$ cat src/rtl/div_pkg.sv
// Shared definitions for the sequential restoring divider.
//   DIV_WIDTH      default operand width
//   state_t        FSM state type, with ST_IDLE / ST_RUN / ST_DONE encodings
//   DIV0_QUOTIENT  quotient reported for a zero divisor (all ones)
package div_pkg;

   localparam int DIV_WIDTH = 16;

   typedef logic [1:0] state_t;

   localparam state_t ST_IDLE = 2'd0;
   localparam state_t ST_RUN  = 2'd1;
   localparam state_t ST_DONE = 2'd2;

   localparam logic [DIV_WIDTH-1:0] DIV0_QUOTIENT = '1;

endpackage

$ cat src/rtl/div_step.sv
// One combinational restoring-division iteration.
//   rem_in   partial remainder before this step (WIDTH+1 bits)
//   bit_in   next dividend bit, shifted into the remainder LSB
//   divisor  unsigned divisor
//   rem_out  partial remainder after the trial subtract / restore
//   q_bit    quotient bit produced by this step (1 = subtract kept)
module div_step #(
   parameter int WIDTH = 16
) (
   input  logic [WIDTH:0]   rem_in,
   input  logic             bit_in,
   input  logic [WIDTH-1:0] divisor,
   output logic [WIDTH:0]   rem_out,
   output logic             q_bit
);

   // One extra bit of headroom so the borrow of the trial subtraction is
   // always the MSB, whatever the incoming partial remainder holds.
   logic [WIDTH+1:0] shifted;
   logic [WIDTH+1:0] diff;

   assign shifted = {rem_in, bit_in};
   assign diff    = shifted - {2'b00, divisor};
   assign q_bit   = ~diff[WIDTH+1];
   assign rem_out = q_bit ? diff[WIDTH:0] : shifted[WIDTH:0];

endmodule

$ cat src/rtl/seq_divider.sv
// Multi-cycle unsigned divider, one quotient bit per clock (restoring).
//   clk          rising-edge clock
//   rst          synchronous active-high reset
//   start        begin a division; only honoured while ready=1
//   dividend     unsigned dividend, captured on the accepted start edge
//   divisor      unsigned divisor, captured on the accepted start edge
//   ready        high in IDLE and DONE
//   done         one-cycle pulse; results valid from this cycle on
//   quotient     result quotient, held until the next result
//   remainder    result remainder, held until the next result
//   div_by_zero  result flag for a zero divisor, held with the results
module seq_divider
   import div_pkg::*;
#(
   parameter int WIDTH = DIV_WIDTH
) (
   input  logic             clk,
   input  logic             rst,
   input  logic             start,
   input  logic [WIDTH-1:0] dividend,
   input  logic [WIDTH-1:0] divisor,
   output logic             ready,
   output logic             done,
   output logic [WIDTH-1:0] quotient,
   output logic [WIDTH-1:0] remainder,
   output logic             div_by_zero
);

   localparam int CW = $clog2(WIDTH + 1);

   localparam logic [WIDTH-1:0] DIV0_Q =
      (WIDTH == DIV_WIDTH) ? DIV0_QUOTIENT : {WIDTH{1'b1}};

   state_t           state_reg,     state_next;
   logic [CW-1:0]    counter_reg,   counter_next;
   logic [WIDTH:0]   prem_reg,      prem_next;
   logic [WIDTH-1:0] qsh_reg,       qsh_next;
   logic [WIDTH-1:0] dvsr_reg,      dvsr_next;
   logic [WIDTH-1:0] quotient_reg,  quotient_next;
   logic [WIDTH-1:0] remainder_reg, remainder_next;
   logic             dz_reg,        dz_next;

   logic [WIDTH:0]   step_rem;
   logic             step_q;

   // The quotient shift register starts out holding the dividend: its MSB
   // feeds the remainder each step while the new quotient bit enters at LSB.
   div_step #(
      .WIDTH (WIDTH)
   ) u_step (
      .rem_in  (prem_reg),
      .bit_in  (qsh_reg[WIDTH-1]),
      .divisor (dvsr_reg),
      .rem_out (step_rem),
      .q_bit   (step_q)
   );

   always_comb begin
      state_next     = state_reg;
      counter_next   = counter_reg;
      prem_next      = prem_reg;
      qsh_next       = qsh_reg;
      dvsr_next      = dvsr_reg;
      quotient_next  = quotient_reg;
      remainder_next = remainder_reg;
      dz_next        = dz_reg;

      case (state_reg)
         ST_IDLE, ST_DONE: begin
            if (start) begin
               dvsr_next = divisor;
               if (divisor == '0) begin
                  // No iterations needed: the result is known immediately.
                  quotient_next  = DIV0_Q;
                  remainder_next = dividend;
                  dz_next        = 1'b1;
                  state_next     = ST_DONE;
               end else begin
                  prem_next    = '0;
                  qsh_next     = dividend;
                  counter_next = CW'(WIDTH);
                  state_next   = ST_RUN;
               end
            end else if (state_reg == ST_DONE) begin
               state_next = ST_IDLE;
            end
         end

         ST_RUN: begin
            prem_next    = step_rem;
            qsh_next     = {qsh_reg[WIDTH-2:0], step_q};
            counter_next = counter_reg - CW'(1);
            if (counter_reg == CW'(1)) begin
               // Last iteration: publish the step outputs directly.
               quotient_next  = {qsh_reg[WIDTH-2:0], step_q};
               remainder_next = step_rem[WIDTH-1:0];
               dz_next        = 1'b0;
               state_next     = ST_DONE;
            end
         end

         default: state_next = ST_IDLE;
      endcase
   end

   always_ff @(posedge clk) begin
      if (rst) begin
         state_reg     <= ST_IDLE;
         counter_reg   <= '0;
         prem_reg      <= '0;
         qsh_reg       <= '0;
         dvsr_reg      <= '0;
         quotient_reg  <= '0;
         remainder_reg <= '0;
         dz_reg        <= 1'b0;
      end else begin
         state_reg     <= state_next;
         counter_reg   <= counter_next;
         prem_reg      <= prem_next;
         qsh_reg       <= qsh_next;
         dvsr_reg      <= dvsr_next;
         quotient_reg  <= quotient_next;
         remainder_reg <= remainder_next;
         dz_reg        <= dz_next;
      end
   end

   assign ready       = (state_reg == ST_IDLE) || (state_reg == ST_DONE);
   assign done        = (state_reg == ST_DONE);
   assign quotient    = quotient_reg;
   assign remainder   = remainder_reg;
   assign div_by_zero = dz_reg;

endmodule

$ cat config.mk
export PLATFORM = sky130hd
export DESIGN_NAME = seq_divider
export DESIGN_NICKNAME = d
export VERILOG_FILES = /design/src/rtl/div_pkg.sv /design/src/rtl/div_step.sv /design/src/rtl/seq_divider.sv
export SDC_FILE = /design/constraint.sdc
export NUM_CORES = 1
export LEC_CHECK = 0
export ABC_AREA = 1
export BUFFER_PORTS_ARGS = -buffer_cell sky130_fd_sc_hd__buf_2
export CORE_MARGIN = 2
export CORE_UTILIZATION = 60
export CTS_CLUSTER_DIAMETER = 60
export DETAILED_ROUTE_END_ITERATION = 6
export PLACE_DENSITY = 0.82
export RECOVER_POWER = 100
export SLEW_MARGIN = 20
export SYNTH_ARGS = -nofsm -noshare
export SYNTH_HDL_FRONTEND = slang
export SYNTH_HIERARCHICAL = 1
export SYNTH_SLANG_ARGS = --single-unit
$ cat constraint.sdc
create_clock -name clk -period 4.7 [get_ports clk]
set_input_delay 0.705 -clock clk [delete_from_list [all_inputs] [get_ports clk]]
set_output_delay 0.705 -clock clk [all_outputs]
set_load 0.1 [all_outputs]
==> metrics.txt <==
# TYPE chip_impl_metric gauge
chip_impl_metric{name="final_design_area_excluding_fillers",unit="um^2"} 5852
chip_impl_metric{name="setup_tns",unit="ns"} 0
chip_impl_metric{name="multiInputGateArea",unit="um^2"} 2928
chip_impl_metric{name="hpwlAfterDp",unit="um"} 9768
chip_impl_metric{name="cap_viol_max_count",unit=""} 1
chip_impl_info{name="status",value="finished, violations left"} 1
chip_impl_metric{name="area_delta_synth_final",unit="%"} 7.815
chip_impl_metric{name="design_power_total",unit="mW"} 2.366
chip_impl_metric{name="clk-insertion-delay-late",unit="ns"} 0.36
chip_impl_info{name="failed_checks",value="max-capacitance violations, max-slew violations"} 1
chip_impl_metric{name="post_synth.cell_area_avg",unit="um^2"} 6.431
chip_impl_metric{name="timing.critical_path.depth",unit=""} 9
chip_impl_info{name="start_kind",value="primary input"} 1
chip_impl_metric{name="finalMaxSlewViolations",unit=""} 55
chip_impl_metric{name="ctsResizeCount",unit=""} 0
chip_impl_metric{name="initial_antenna_violation_count",unit=""} 0
chip_impl_metric{name="worst_slew_pin_slew",unit="ns"} 2.237
chip_impl_metric{name="htreeDepth",unit=""} 3
chip_impl_metric{name="vias_in_the_first_global_route",unit=""} 4905
chip_impl_info{name="library_cell_contributing_the_largest_single_delay_on_the_critical_path",value="clkbuf_1"} 1
chip_impl_metric{name="hold_viol",unit=""} 0
chip_impl_metric{name="max_freq",unit="MHz"} 315.8
chip_impl_info{name="rsz0062_at_grt",value="no"} 1
chip_impl_metric{name="share_of_post_route_cells_with_drive_strength_above_1",unit=""} 0.1107
chip_impl_metric{name="route.final.wire_length",unit="um"} 13040
chip_impl_metric{name="grt_pass1_wl",unit="um"} 21550
chip_impl_metric{name="dieHeight",unit="um"} 99.11
chip_impl_metric{name="port_buffer_count",unit=""} 69
chip_impl_metric{name="gp_routability_congestion",unit=""} 0.8984
chip_impl_info{name="tritoncts",value="yes"} 1
chip_impl_metric{name="timing.critical_path.required",unit="ns"} 4.98
chip_impl_metric{name="final.hold.worst_slack",unit="ns"} 0.4749
chip_impl_info{name="ctsRootBufferMaster",value="clkbuf_8"} 1
chip_impl_metric{name="cts-hold-fix-buffers",unit=""} 0
chip_impl_info{name="worst_path_dominant_cell_family",value="buffers and inverters"} 1
chip_impl_metric{name="setup_violating_endpoint_count_in_the_final_report",unit=""} 0
chip_impl_metric{name="core_footprint",unit="um^2"} 8763
chip_impl_metric{name="worst-path-buf-inv",unit=""} 2
chip_impl_metric{name="ff_latch_area",unit="um^2"} 1782
chip_impl_info{name="hold_path_class",value="reg -> reg"} 1
chip_impl_metric{name="synth_seq_cells",unit=""} 89
chip_impl_metric{name="fillers",unit=""} 813
chip_impl_metric{name="detailedRoute.firstPassIterationCount",unit=""} 5
chip_impl_metric{name="overflow",unit=""} 0
chip_impl_metric{name="cts.reportedPaths.clkPinSlew",unit="ns"} 0.09
chip_impl_metric{name="grt_util_all_layers",unit=""} 0.2663
chip_impl_metric{name="final_antenna_diode_count",unit=""} 0
chip_impl_metric{name="yosysSeqAreaShare",unit=""} 0.3283
chip_impl_metric{name="min_period_over_period",unit=""} 0.6737
chip_impl_metric{name="drt-wirelength-per-cell",unit="um"} 13.02
chip_impl_metric{name="floorplan.initialDensity",unit=""} 0.6194
chip_impl_info{name="cp-end-kind",value="register"} 1
chip_impl_metric{name="leakage",unit="nW"} 3.042
chip_impl_metric{name="r2r_cells",unit=""} 5
chip_impl_metric{name="worstHoldPathCells",unit=""} 2
chip_impl_metric{name="largest_register_ffs",unit=""} 17
chip_impl_info{name="crit_chain",value="buf_2 -> nor2_1 -> nand2_1 -> nor2_1 -> nand2_1 -> nand2_1 -> clkbuf_1 -> nand3_1 -> a21oi_1"} 1
chip_impl_metric{name="design.die.area",unit="um^2"} 9823
chip_impl_metric{name="synth_nets",unit=""} 898
chip_impl_metric{name="design.final.nets",unit=""} 943
chip_impl_metric{name="netlist_instances",unit=""} 844
chip_impl_metric{name="vias",unit=""} 5360
chip_impl_metric{name="critical_path.max_stage_delay",unit="ns"} 1.60
chip_impl_metric{name="post_cts.repair.setup_buffers",unit=""} 0
chip_impl_metric{name="synth.lib_cells_used.distinct",unit=""} 33
chip_impl_metric{name="maxSlewHeadroom",unit=""} -0.4913
chip_impl_metric{name="fin_skew",unit="ns"} 0.01176
chip_impl_metric{name="pin_count_of_the_biggest_net_entering_global_routing",unit=""} 89
chip_impl_metric{name="dpl-instance-area",unit="um^2"} 5704
chip_impl_metric{name="timing.critical_path.fanout_max",unit=""} 54
chip_impl_metric{name="syn-cell-area",unit="um^2"} 5428
chip_impl_metric{name="powerDensity",unit="nW/um^2"} 404.3
chip_impl_metric{name="yosys_warnings",unit=""} 6
chip_impl_metric{name="detail-route-antenna-nets",unit=""} 0
chip_impl_metric{name="clock_path_buffers",unit=""} 2
chip_impl_metric{name="routed_via_density",unit=""} 5.349
chip_impl_metric{name="post-route-drc-count",unit=""} 0
chip_impl_info{name="timing.setup.critical_path_class",value="in -> reg"} 1
chip_impl_metric{name="drt_iter0_markers",unit=""} 390
chip_impl_metric{name="cts_made_buffers",unit=""} 9
chip_impl_info{name="final_common_cell",value="nand2_1"} 1
chip_impl_metric{name="cts_sink_count",unit=""} 89
chip_impl_metric{name="std_cell_rows",unit=""} 34
chip_impl_metric{name="data_arrival_time_of_the_critical_path",unit="ns"} 3.45
chip_impl_metric{name="floorplan.die.width",unit="um"} 99.11
chip_impl_info{name="cell_seen_most_often_among_critical_path_stages",value="nand2_1"} 1
chip_impl_info{name="layout_common_cells",value="nand2_1, inv_1, nor2_1, dfxtp_1, nand3_1"} 1
chip_impl_metric{name="boundaryPins",unit=""} 70
chip_impl_metric{name="min_period",unit="ns"} 3.166
chip_impl_metric{name="peakVddDrop",unit="mV"} 0.3709
-- power by group --
group          internal, mW  total (mW)  switching [mW]
Sequential            0.814       0.854          0.0400
Combinational         0.310       0.994           0.684
Clock                 0.231       0.517           0.287
-- cells by family after synthesis --
kind of cell | synth area share
fa+ha+maj | 0.04518
compound gates | 0.1123
buf+inv | 0.1319
simple gates | 0.3711
xor+xnor | 0.01130
flops | 0.3283
-- cell type report --
class                   count  share of cell area
multi-input cells         587              0.5003
flip-flops and latches     89              0.3045
inverters                 130             0.08360
repair buffers             72             0.05474
clock buffers              11             0.02587
well taps                 108             0.02309
clock inverters             5            0.007911
-- worst reg2reg max path, cell delays in order, from the launching register on --
cell and delay, ns:
dfxtp_1 0.37, nor2_1 0.22, nand2_1 0.13, clkbuf_1 1.60
nand3_1 0.24, a21oi_1 0.23
-- routing by layer --
metal  vias up  GRT usage  routed length (um)
li1       2716          -                   -
met1      2451     0.3478                5809
met2       169     0.4641                6372
met3        24    0.03654                 658
met4         0    0.07060                 201
met5         -          0                   0
-- metrics by stage --
step           cells  setup WS (ns)  utilization
3_5_place_dp     986          1.813       0.6509
2_1_floorplan    844          2.340            -
4_1_cts         1002          2.200       0.6735
6_report        1002          1.534       0.6678
5_1_grt         1002          1.276       0.6678
3_3_place_gp     986          1.959       0.6509
-- cell usage after synthesis --
| cell type | number | area (um^2) |
|---|---|---|
| clkinv_2 | 1 | 5.000 |
| buf_2 | 15 | 75.07 |
| or2_2 | 3 | 18.77 |
| inv_2 | 6 | 22.52 |
| nand3_4 | 3 | 52.55 |
| fa_1 | 1 | 20.02 |
| and3_1 | 1 | 6.260 |
| nor2_2 | 1 | 6.260 |
| nand3_1 | 69 | 345.3 |
| ha_1 | 18 | 225.2 |
| and2_1 | 2 | 12.51 |
| nor2_4 | 4 | 45.04 |
| nand2_1 | 218 | 818.3 |
| nor2_8 | 1 | 20.02 |
| a21oi_2 | 1 | 8.760 |
| o21ai_0 | 48 | 240.2 |
| inv_1 | 123 | 461.7 |
| buf_12 | 1 | 20.02 |
| xor2_1 | 4 | 35.03 |
| nand3_2 | 18 | 180.2 |
| nand4_1 | 5 | 31.28 |
| dfxtp_1 | 89 | 1782 |
| buf_1 | 4 | 15.01 |
| nand2_4 | 4 | 45.04 |
| a21oi_1 | 67 | 335.3 |
| clkbuf_1 | 12 | 45.04 |
| nor2_1 | 104 | 390.4 |
| buf_6 | 5 | 56.30 |
| buf_8 | 1 | 15.01 |
| nor3_1 | 1 | 5.000 |
| o21ai_1 | 5 | 25.02 |
| nand2_2 | 6 | 37.54 |
| xnor2_1 | 3 | 26.28 |
-- path summary, 6_finish.rpt --
| check | from | to | slack, ns |
|---|---|---|---|
| setup reg to reg | state_reg[0] | prem_reg[8] | 1.84 |
| hold reg to reg | div_by_zero | div_by_zero | 0.47 |
| hold / removal | div_by_zero | div_by_zero | 0.47 |
| setup / recovery | divisor[7] | prem_reg[8] | 1.53 |
(Power assumes the default switching activity.)
